<file path="config.mk">
export PLATFORM = sky130hd
export DESIGN_NAME = ysyx_22050710_ifu_axi_bridge
export DESIGN_NICKNAME = d
export VERILOG_FILES = /design/src/rtl/ysyx_22050710_pkg.sv /design/src/rtl/ysyx_22050710_ifu_ibuf.sv /design/src/rtl/ysyx_22050710_ifu_axi_bridge.sv
export SDC_FILE = /design/constraint.sdc
export NUM_CORES = 1
export LEC_CHECK = 0
export BUFFER_PORTS_ARGS = -buffer_cell sky130_fd_sc_hd__clkbuf_2
export CAP_MARGIN = 0
export CORE_UTILIZATION = 25
export DETAILED_ROUTE_END_ITERATION = 8
export GPL_TIMING_DRIVEN = 0
export SETUP_SLACK_MARGIN = 0.02
export SKIP_CTS_REPAIR_TIMING = 1
export SLEW_MARGIN = 20
export SYNTH_ARGS = -nofsm -noshare
export SYNTH_HDL_FRONTEND = slang
export SYNTH_HIERARCHICAL = 1
export SYNTH_SLANG_ARGS = --single-unit
</file>
<file path="constraint.sdc">
create_clock -name i_clk -period 2.4 [get_ports i_clk]
set_input_delay 0.12 -clock i_clk [delete_from_list [all_inputs] [get_ports i_clk]]
set_output_delay 0.12 -clock i_clk [all_outputs]
set_load 0.01 [all_outputs]
</file>
<file path="src/rtl/ysyx_22050710_pkg.sv">
// Shared types and constants for the ysyx_22050710 fetch path.
package ysyx_22050710_pkg;

  typedef enum logic [1:0] {
    StIdle = 2'd0,
    StAr   = 2'd1,
    StR    = 2'd2
  } ifu_state_e;

  localparam logic [1:0] AXI_RESP_OKAY = 2'b00;
  localparam logic [2:0] AXI_PROT_INST = 3'b100;

endpackage

</file>
<file path="src/rtl/ysyx_22050710_ifu_ibuf.sv">
// One-entry instruction line buffer: tag/valid/data with lookup, fill and fence clear.
module ysyx_22050710_ifu_ibuf #(
  parameter int unsigned ADDR_W = 32,
  parameter int unsigned DATA_W = 64
) (
  input  logic              clk_i,
  input  logic              rst_ni,
  input  logic [ADDR_W-4:0] lookup_tag_i,
  output logic              hit_o,
  output logic [DATA_W-1:0] hit_data_o,
  input  logic              fill_en_i,
  input  logic [ADDR_W-4:0] fill_tag_i,
  input  logic [DATA_W-1:0] fill_data_i,
  input  logic              fence_i
);

  logic              valid_q, valid_d;
  logic [ADDR_W-4:0] tag_q, tag_d;
  logic [DATA_W-1:0] data_q, data_d;

  always_comb begin
    valid_d = valid_q;
    tag_d   = tag_q;
    data_d  = data_q;
    if (fill_en_i) begin
      valid_d = 1'b1;
      tag_d   = fill_tag_i;
      data_d  = fill_data_i;
    end
    // Fence must win over a coincident fill so no pre-fence line survives.
    if (fence_i) begin
      valid_d = 1'b0;
    end
  end

  always_ff @(posedge clk_i or negedge rst_ni) begin
    if (!rst_ni) begin
      valid_q <= 1'b0;
      tag_q   <= '0;
      data_q  <= '0;
    end else begin
      valid_q <= valid_d;
      tag_q   <= tag_d;
      data_q  <= data_d;
    end
  end

  assign hit_o      = valid_q && (tag_q == lookup_tag_i);
  assign hit_data_o = data_q;

endmodule

</file>
<file path="src/rtl/ysyx_22050710_ifu_axi_bridge.sv">
// Fetch-port to AXI4-Lite read bridge, one outstanding request.
// Define IFU_IBUF_EN to add a one-entry line buffer in front of AXI.
module ysyx_22050710_ifu_axi_bridge
  import ysyx_22050710_pkg::*;
#(
  parameter int unsigned ADDR_W = 32,
  parameter int unsigned DATA_W = 64
) (
  input  logic              i_clk,
  input  logic              i_rst_n,
  input  logic              i_inst_sram_en,
  input  logic [ADDR_W-1:0] i_inst_sram_addr,
  output logic [DATA_W-1:0] o_inst_sram_rdata,
  output logic              o_inst_sram_rvalid,
  output logic              o_inst_sram_busy,
  output logic              o_fetch_err,
  input  logic              i_fence_i,
  output logic [ADDR_W-1:0] o_araddr,
  output logic              o_arvalid,
  input  logic              i_arready,
  output logic [2:0]        o_arprot,
  input  logic [DATA_W-1:0] i_rdata,
  input  logic [1:0]        i_rresp,
  input  logic              i_rvalid,
  output logic              o_rready
);

  ifu_state_e        state_q, state_d;
  logic [ADDR_W-1:0] araddr_q, araddr_d;
  logic              arvalid_q, arvalid_d;
  logic              rready_q, rready_d;
  logic [DATA_W-1:0] rdata_q, rdata_d;
  logic              rvalid_q, rvalid_d;
  logic              err_q, err_d;
  logic              fill_en;
  logic              ibuf_hit;
  logic [DATA_W-1:0] ibuf_data;

`ifdef IFU_IBUF_EN
  ysyx_22050710_ifu_ibuf #(
    .ADDR_W(ADDR_W),
    .DATA_W(DATA_W)
  ) u_ibuf (
    .clk_i       (i_clk),
    .rst_ni      (i_rst_n),
    .lookup_tag_i(i_inst_sram_addr[ADDR_W-1:3]),
    .hit_o       (ibuf_hit),
    .hit_data_o  (ibuf_data),
    .fill_en_i   (fill_en),
    .fill_tag_i  (araddr_q[ADDR_W-1:3]),
    .fill_data_i (i_rdata),
    .fence_i     (i_fence_i)
  );
`else
  logic unused_ibuf;
  assign unused_ibuf = i_fence_i ^ fill_en;
  assign ibuf_hit    = 1'b0;
  assign ibuf_data   = '0;
`endif

  always_comb begin
    state_d   = state_q;
    araddr_d  = araddr_q;
    arvalid_d = arvalid_q;
    rready_d  = rready_q;
    rdata_d   = rdata_q;
    rvalid_d  = 1'b0;
    err_d     = 1'b0;
    fill_en   = 1'b0;
    unique case (state_q)
      StIdle: begin
        if (i_inst_sram_en) begin
          if (ibuf_hit) begin
            rvalid_d = 1'b1;
            rdata_d  = ibuf_data;
          end else begin
            araddr_d  = {i_inst_sram_addr[ADDR_W-1:3], 3'b000};
            arvalid_d = 1'b1;
            state_d   = StAr;
          end
        end
      end
      StAr: begin
        if (i_arready) begin
          arvalid_d = 1'b0;
          rready_d  = 1'b1;
          state_d   = StR;
        end
      end
      StR: begin
        if (i_rvalid && rready_q) begin
          rdata_d  = i_rdata;
          rvalid_d = 1'b1;
          err_d    = (i_rresp != AXI_RESP_OKAY);
          fill_en  = (i_rresp == AXI_RESP_OKAY);
          rready_d = 1'b0;
          state_d  = StIdle;
        end
      end
      default: state_d = StIdle;
    endcase
  end

  always_ff @(posedge i_clk or negedge i_rst_n) begin
    if (!i_rst_n) begin
      state_q   <= StIdle;
      araddr_q  <= '0;
      arvalid_q <= 1'b0;
      rready_q  <= 1'b0;
      rdata_q   <= '0;
      rvalid_q  <= 1'b0;
      err_q     <= 1'b0;
    end else begin
      state_q   <= state_d;
      araddr_q  <= araddr_d;
      arvalid_q <= arvalid_d;
      rready_q  <= rready_d;
      rdata_q   <= rdata_d;
      rvalid_q  <= rvalid_d;
      err_q     <= err_d;
    end
  end

  assign o_araddr           = araddr_q;
  assign o_arvalid          = arvalid_q;
  assign o_rready           = rready_q;
  assign o_arprot           = AXI_PROT_INST;
  assign o_inst_sram_rdata  = rdata_q;
  assign o_inst_sram_rvalid = rvalid_q;
  assign o_fetch_err        = err_q;
  assign o_inst_sram_busy   = (state_q != StIdle);

endmodule
</file>
==> flow_metrics.py, run 1 <==
metrics = {
    "run_status": {
        "status": "finished, final reports clean",
    },
    "route": {
        "wl_per_cell_um": 13.1,
        "dr.pass1.iters": 4,
        "wirelength_um": 9290,
        "drt_iter0_drc": 86,
        "drcViolationCount": 0,
        "via_count": 2798,
        "viasPerCell": 3.95,
        "detail-route-antenna-nets": 0,
    },
    "cells_and_area": {
        "final.fill_count": 1459,
        "nets": 596,
        "areaGrowthSynthToFinish_pct": 54.0,
        "antenna_cells": 0,
        "drive_gt1_share_pct": 65.6,
        "final_common_cell": "clkbuf_2",
        "multi_input_area_um2": 1310,
        "post-route-cell-area_um2": 6030,
        "regArea_um2": 2480,
        "layout_common_cells": "clkbuf_2 (196), dfrtp_1 (99), mux2_2 (55), dlygate4sd3_1 (46), mux2_4 (38)",
    },
    "grt": {
        "grt_pass1_vias": 2685,
        "antenna_found_initial": 0,
        "overflow": 0,
        "grt_max_degree": 51,
        "grt_usage_pct": 11.1,
        "grt_pass1_wl_um": 13700,
    },
    "logic_synthesis": {
        "synth_area_um2": 3920,
        "synth_warnings": 6,
        "synth_cell_types": 19,
        "ys_seq_elements": 99,
        "synthCells": 233,
        "synth.avg_cell_area_um2": 16.8,
        "synth_seq_area_share_pct": 63.3,
    },
    "power": {
        "p_seq_share_pct": 39.9,
        "swShare_pct": 31.0,
        "p_comb_share_pct": 37.5,
        "powerDensity_nw_per_um2": 1230,
        "power_frac_clock_pct": 22.6,
        "p_leak_nw": 3.18,
        "p_int_mw": 5.12,
        "power_switching_mw": 2.30,
        "ir_drop_mv": 0.481,
    },
    "timing": {
        "fin_ws_ps": 527,
        "setup_viol": 0,
        "min_period_ps": 1870,
        "rsz0062_at_grt": "no",
        "final_max_slew_viol_count": 0,
        "fin_crit_sh_pct": 78.1,
        "finalHoldViolCount": 0,
        "finClkSkew_ps": 5.67,
        "max_freq_ghz": 0.534,
        "hold_slack_ps": 4.15,
    },
    "placed_design": {
        "finalWeightedCongestion": 0.686,
        "placed_area_um2": 5220,
        "port_buffers": 197,
        "dp_hpwl_um": 6550,
        "pre_cts_ws_ps": 512,
    },
    "hold_path": {
        "worstHoldEndpoint": "o_inst_sram_rdata[1]",
        "min_path_type": "input pin to flip-flop",
        "hold_start": "i_rdata[1]",
        "min_delay_path_depth": 2,
    },
    "critical_path": {
        "start_kind": "flip-flop",
        "timing.critical_path.mode_cell": "buf_2",
        "reg2reg_depth": 5,
        "rr_startpoint": "state_q[0]",
        "cpPeakStageDelay_ps": 370,
        "required_ps": 2630,
        "crit_family": "buffers and inverters",
        "cp_max_fo": 10,
        "endpoint_kind": "flip-flop",
        "arrival_ps": 2100,
        "cp.buffers_inverters": 3,
        "rr_endpoint": "o_araddr[30]",
        "cp_cell_sequence": "clkbuf_1, nor3b_1, buf_2, buf_2, mux2_2",
        "r2r_setup_slack_ps": 530,
        "worst_path_max_delay_cell": "mux2_2",
        "critPathKind": "flip-flop to flip-flop",
    },
    "clock_network": {
        "cts_max_path_buffers": 2,
        "path_clk_slew_ps": 70,
        "htreeDepth": 3,
        "cts_buffers": 9,
        "clk_latency_ps": 340,
        "cts_root_buf": "clkbuf_16",
        "cts_tree": "yes",
        "cts.sinks": 99,
    },
    "die": {
        "die_area_um2": 16200,
        "die_h_um": 127,
        "core_region_area_um2": 15300,
        "initial_core_util_pct": 25.7,
        "placementRows": 45,
        "die_w_um": 127,
        "io_pins": 208,
    },
    "run": {
        "cap_violations": 0,
    },
}
[registers in the layout, indices dropped and copies added (netlist names)]
name	cells
o_araddr	29
o_fetch_err	1
o_rready	1
o_inst_sram_rvalid	1
o_arvalid	1
o_inst_sram_rdata	64
state_q	2
[synth_stat cells]
library cell  instances  area, um^2
dfrtp_1              99        2480
mux2_2               55         619
mux2_4               38         571
buf_4                 6        45.0
buf_2                 5        25.0
buf_6                 5        56.3
nor2_1                5        18.8
nand2_1               4        15.0
o21ai_0               3        15.0
a21oi_1               2        10.0
conb_1                2        7.51
inv_1                 2        7.51
clkbuf_1              1        3.75
inv_2                 1        3.75
mux2i_1               1        10.0
nor2b_1               1        6.26
nor3b_1               1        7.51
or2_2                 1        6.26
or3_4                 1        11.3
[power groups by stage]
stage / logic, mW / registers (mW) / clock network [mW]
after floorplan: 1.21 / 3.32 / 0
after global placement: 2.71 / 2.93 / 0
after detailed placement: 2.76 / 2.98 / 0
after global routing: 3.00 / 3.07 / 1.82
final: 2.78 / 2.96 / 1.68
after CTS: 2.76 / 2.96 / 1.76
[worst register-to-register path, cell delays in order, from the launching register on]
cell,delay [ps]
dfrtp_1,360
clkbuf_1,190
nor3b_1,260
buf_2,290
buf_2,290
mux2_2,370
[cells by family (layout without fill, tap and decap cells)]
kind of cell	count (synthesis)	after routing	share of synthesized area (%)
flip-flops	99	99	63.3
AND/OR/NAND/NOR	13	13	1.66
buffers and inverters	20	280	3.61
AO/OA/AOI/OAI	5	5	0.639
multiplexers	94	94	30.6
other	2	6	0.192
[layer usage]
layer  vias up  global-route usage [%]  share of wire (%)
met5         -                       0                  0
met4         0                    6.86                3.0
met3        18                    2.72                4.9
met2       108                    18.2                 50
met1      1366                    13.3                 42
li1       1306                       -                  -
[cell type report]
| cell class | instances | share of cell area [%] |
|---|---|---|
| clock buffers | 10 | 3.96 |
| repair buffers | 244 | 24.6 |
| clock inverters | 6 | 1.87 |
| well taps | 211 | 4.38 |
| plain buffers | 17 | 2.16 |
| multi-input cells | 118 | 21.8 |
| inverters | 3 | 0.187 |
| flip-flops and latches | 99 | 41.1 |
[worst max-delay path by stage]
stage,startpoint,endpoint,slack [ps],cells past startpoint
2_1_floorplan,state_q[0],o_araddr[21],750,5
3_3_place_gp,i_rst_n,o_araddr[14],-30,1
3_5_place_dp,state_q[0],o_araddr[30],510,5
4_1_cts,state_q[0],o_araddr[30],500,5
5_1_grt,state_q[0],o_araddr[21],330,5
6_report,state_q[0],o_araddr[30],530,5
[stage by stage]
| stage | power (mW) | cells | TNS (ps) | utilization [%] |
|---|---|---|---|---|
| detailed placement | 5.73 | 646 | 0 | 34.2 |
| floorplan | 4.52 | 237 | 0 | - |
| global route | 7.89 | 708 | 0 | 39.5 |
| finish | 7.43 | 708 | 0 | 39.5 |
| CTS | 7.48 | 662 | 0 | 36.5 |
| global placement | 5.64 | 645 | -1890 | 34.0 |
Note: power is estimated with default switching activity, not from simulation.
==> inputs of run 2 (changes only) <==
- clock period: 2.4 -> 1.79 ns (I/O delays scaled with it)
==> flow_metrics.py, run 2 (synthesized netlist as in run 1, its figures left out) <==
metrics = {
    "route": {
        "wirelength_um": 10300,
        "via_count": 2984,
        "detail-route-antenna-nets": 0,
        "viasPerCell": 3.94,
        "dr.pass1.iters": 4,
        "drt_iter0_drc": 55,
        "wl_per_cell_um": 13.7,
        "drcViolationCount": 0,
    },
    "timing": {
        "finClkSkew_ps": 6.07,
        "fin_ws_ps": 116,
        "fin_crit_sh_pct": 93.5,
        "rsz0062_at_grt": "no",
        "max_freq_ghz": 0.597,
        "final_max_slew_viol_count": 0,
        "hold_slack_ps": 21.2,
        "fin_setup_tns_ps": 0,
        "finalHoldViolCount": 0,
        "min_period_ps": 1670,
        "setup_viol": 0,
    },
    "cells_and_area": {
        "final_cells": 757,
        "antenna_cells": 0,
        "drive_gt1_share_pct": 60.1,
        "utilization_pct": 42.8,
        "final.fill_count": 1405,
        "final_common_cell": "clkbuf_2",
        "areaGrowthSynthToFinish_pct": 66.9,
        "layout_common_cells": "clkbuf_2 (196), dfrtp_1 (98), dlygate4sd3_1 (96), mux2_2 (55), mux2_4 (38)",
        "largest_register_ff_count": 64,
        "nets": 645,
        "multi_input_area_um2": 1320,
        "regArea_um2": 2480,
    },
    "critical_path": {
        "critPathKind": "flip-flop to flip-flop",
        "r2r_setup_slack_ps": 120,
        "required_ps": 2010,
        "rr_startpoint": "state_q[0]",
        "arrival_ps": 1900,
        "start_kind": "flip-flop",
        "rr_endpoint": "o_inst_sram_rdata[19]",
        "endpoint_kind": "flip-flop",
        "cp_max_fo": 10,
        "reg2reg_depth": 4,
    },
    "run_status": {
        "status": "finished, final reports clean",
    },
    "hold_path": {
        "worstHoldEndpoint": "state_q[0]",
        "hold_start": "i_inst_sram_en",
        "min_delay_path_depth": 3,
        "min_path_type": "input pin to flip-flop",
    },
    "die": {
        "die_area_um2": 16200,
        "placementRows": 45,
        "initial_core_util_pct": 25.7,
        "die_w_um": 127,
        "io_pins": 208,
        "die_h_um": 127,
        "core_region_area_um2": 15300,
    },
    "power": {
        "p_leak_nw": 3.39,
        "powerDensity_nw_per_um2": 1550,
        "ir_drop_mv": 0.590,
    },
    "grt": {
        "grt.busiest_layer": "met2",
        "grt_pass1_wl_um": 13700,
        "use_met2_pct": 18.2,
        "met3_usage_pct": 2.72,
        "antenna_found_initial": 0,
        "grt_pass1_vias": 2685,
        "use_met1_pct": 13.3,
        "grt_max_degree": 51,
        "grt_usage_pct": 11.1,
        "overflow": 0,
    },
    "run": {
        "cap_violations": 0,
    },
    "placed_design": {
        "port_buffers": 197,
        "pre_cts_ws_ps": -97.7,
        "dp_cells": 646,
        "finalWeightedCongestion": 0.686,
        "dp_hpwl_um": 6550,
    },
    "clock_network": {
        "htreeDepth": 3,
        "cts_buffers": 9,
        "cts_root_buf": "clkbuf_16",
        "clk_latency_ps": 340,
        "cts_tree": "yes",
        "cts_max_path_buffers": 2,
        "cts.sinks": 99,
        "path_clk_slew_ps": 70,
    },
}
## run 2: cell type report
class / instances / area share (%)
clock buffers: 10 / 3.66
clock inverters: 6 / 1.72
flip-flops and latches: 99 / 37.9
repair buffers: 294 / 30.3
multi-input cells: 118 / 20.2
plain buffers: 16 / 2.01
inverters: 3 / 0.172
well taps: 211 / 4.04
## run 2: worst max path at each step
stage | cells past startpoint | from | end | slack [ps]
global placement | 1 | i_rst_n | o_araddr[12] | -610
detailed placement | 5 | state_q[0] | o_araddr[30] | -100
finish | 4 | state_q[0] | o_inst_sram_rdata[19] | 120
global route | 4 | state_q[0] | o_inst_sram_rdata[14] | 60
CTS | 5 | state_q[0] | o_araddr[30] | -110
floorplan | 5 | state_q[0] | o_araddr[21] | 140
## run 2: layer usage
layer,up-vias,share of wire (%)
met4,0,3.0
met1,1448,41
li1,1404,-
met2,112,52
met3,20,4.0
met5,-,0
## run 2: critical path: stages, from the launching register on
cell and delay (ps):
dfrtp_1 470, or3_4 440, buf_6 170, buf_6 170, mux2_4 310
## run 2: through the flow
step	instance area, um^2	power [mW]
final	6540	10.1
after global routing	6540	10.7
after CTS	5570	10.0
after detailed placement	5220	7.69
after global placement	5180	7.56
after floorplan	3930	6.06
## run 2: report_power, final
group	leakage [nW]	switching [mW]	internal, mW
logic	2.00	1.66	2.20
clock network	0.173	0.848	1.41
registers	1.21	0.657	3.35
==> inputs of run 3 (changes only) <==
- RECOVER_POWER: default -> 50
==> flow_metrics.py, run 3 (synthesized netlist as in run 1, its figures left out) <==
metrics = {
    "route": {
        "wl_per_cell_um": 13.7,
        "drt_iter0_drc": 53,
        "drcViolationCount": 0,
        "wirelength_um": 10400,
        "viasPerCell": 3.96,
        "detail-route-antenna-nets": 0,
        "dr.pass1.iters": 4,
        "via_count": 2998,
    },
    "grt": {
        "overflow": 0,
        "grt_usage_pct": 11.1,
        "antenna_found_initial": 0,
        "grt_pass1_wl_um": 13700,
        "grt_pass1_vias": 2685,
        "grt_max_degree": 51,
    },
    "cells_and_area": {
        "final_common_cell": "clkbuf_2",
        "post-route-cell-area_um2": 6460,
        "layout_common_cells": "clkbuf_2 (151), dfrtp_1 (98), dlygate4sd3_1 (96), mux2_2 (55), clkbuf_1 (45)",
        "utilization_pct": 42.3,
        "drive_gt1_share_pct": 51.8,
        "antenna_cells": 0,
        "regArea_um2": 2480,
        "final_cells": 757,
        "largest_register_ff_count": 64,
        "final.fill_count": 1434,
        "multi_input_area_um2": 1320,
        "areaGrowthSynthToFinish_pct": 65.0,
        "nets": 645,
    },
    "die": {
        "die_h_um": 127,
        "die_w_um": 127,
        "die_area_um2": 16200,
        "core_region_area_um2": 15300,
        "placementRows": 45,
        "io_pins": 208,
        "initial_core_util_pct": 25.7,
    },
    "clock_network": {
        "cts_root_buf": "clkbuf_16",
        "path_clk_slew_ps": 70,
        "cts_max_path_buffers": 2,
        "cts.sinks": 99,
        "clk_latency_ps": 340,
        "cts_buffers": 9,
        "cts_tree": "yes",
        "htreeDepth": 3,
    },
    "run_status": {
        "status": "finished, final reports clean",
    },
    "critical_path": {
        "cpPeakStageDelay_ps": 470,
        "arrival_ps": 1900,
        "worst_path_max_delay_cell": "dfrtp_1",
        "required_ps": 2010,
        "start_kind": "flip-flop",
        "endpoint_kind": "flip-flop",
        "cp_max_fo": 10,
        "cp_cell_sequence": "or3_4, buf_6, buf_6, mux2_4",
        "crit_family": "flip-flops",
        "timing.critical_path.mode_cell": "buf_6",
        "cp.buffers_inverters": 2,
        "critPathKind": "flip-flop to flip-flop",
    },
    "power": {
        "ir_drop_mv": 0.579,
        "finalPower_mw": 9.98,
        "powerDensity_nw_per_um2": 1540,
        "p_leak_nw": 3.24,
    },
    "placed_design": {
        "dp_hpwl_um": 6550,
        "finalWeightedCongestion": 0.686,
        "dp_cells": 646,
        "placed_area_um2": 5220,
        "pre_cts_ws_ps": -97.7,
        "port_buffers": 197,
    },
    "timing": {
        "finClkSkew_ps": 6.08,
        "max_freq_ghz": 0.597,
        "fin_crit_sh_pct": 93.5,
        "setup_viol": 0,
        "fin_ws_ps": 116,
        "finalHoldViolCount": 0,
        "relSlewSlack_pct": 55.4,
        "hold_slack_ps": 19.1,
        "rsz0062_at_grt": "no",
        "worstMarginPinSlew_ps": 668,
        "fin_setup_tns_ps": 0,
        "min_period_ps": 1670,
        "final_max_slew_viol_count": 0,
    },
    "hold_path": {
        "min_path_type": "input pin to flip-flop",
    },
    "run": {
        "cap_violations": 0,
    },
}
run 3: report_power, final:
group / switching [mW] / internal (mW)
Sequential: 0.653 / 3.35
Clock: 0.846 / 1.41
Combinational: 1.66 / 2.07
Total: 3.16 / 6.82
run 3: per-layer routing:
layer / up-vias / global-route usage (%) / routed length (um)
met5: - / 0 / 0
met2: 112 / 18.2 / 5440
met4: 0 / 6.86 / 308
li1: 1405 / - / -
met3: 20 / 2.72 / 439
met1: 1461 / 13.3 / 4190
run 3: worst register-to-register path: stages (launching register included):
cell and delay (ps):
dfrtp_1 470, or3_4 440, buf_6 170, buf_6 170
mux2_4 310
run 3: final timing paths:
| path | start | to | slack (ps) | cells after the start |
|---|---|---|---|---|
| max in group asynchronous | i_rst_n | o_inst_sram_rdata[12] | 470 | 3 |
| worst min-delay path | i_inst_sram_en | state_q[0] | 20 | 3 |
| worst max register to register | state_q[0] | o_inst_sram_rdata[19] | 120 | 4 |
| min in group asynchronous | i_rst_n | o_inst_sram_rdata[30] | 260 | 2 |
| worst min register to register | o_araddr[4] | o_araddr[4] | 500 | 1 |
| worst max-delay path | state_q[0] | o_inst_sram_rdata[19] | 120 | 4 |
run 3: area by class of cell:
| class | instances | area share (%) |
|---|---|---|
| clock inverter | 6 | 1.74 |
| clock buffer | 10 | 3.70 |
| multi-input combinational | 118 | 20.4 |
| buffer | 16 | 2.03 |
| sequential | 99 | 38.4 |
| tap | 211 | 4.09 |
| inverter | 3 | 0.174 |
| timing repair buffer | 294 | 29.5 |
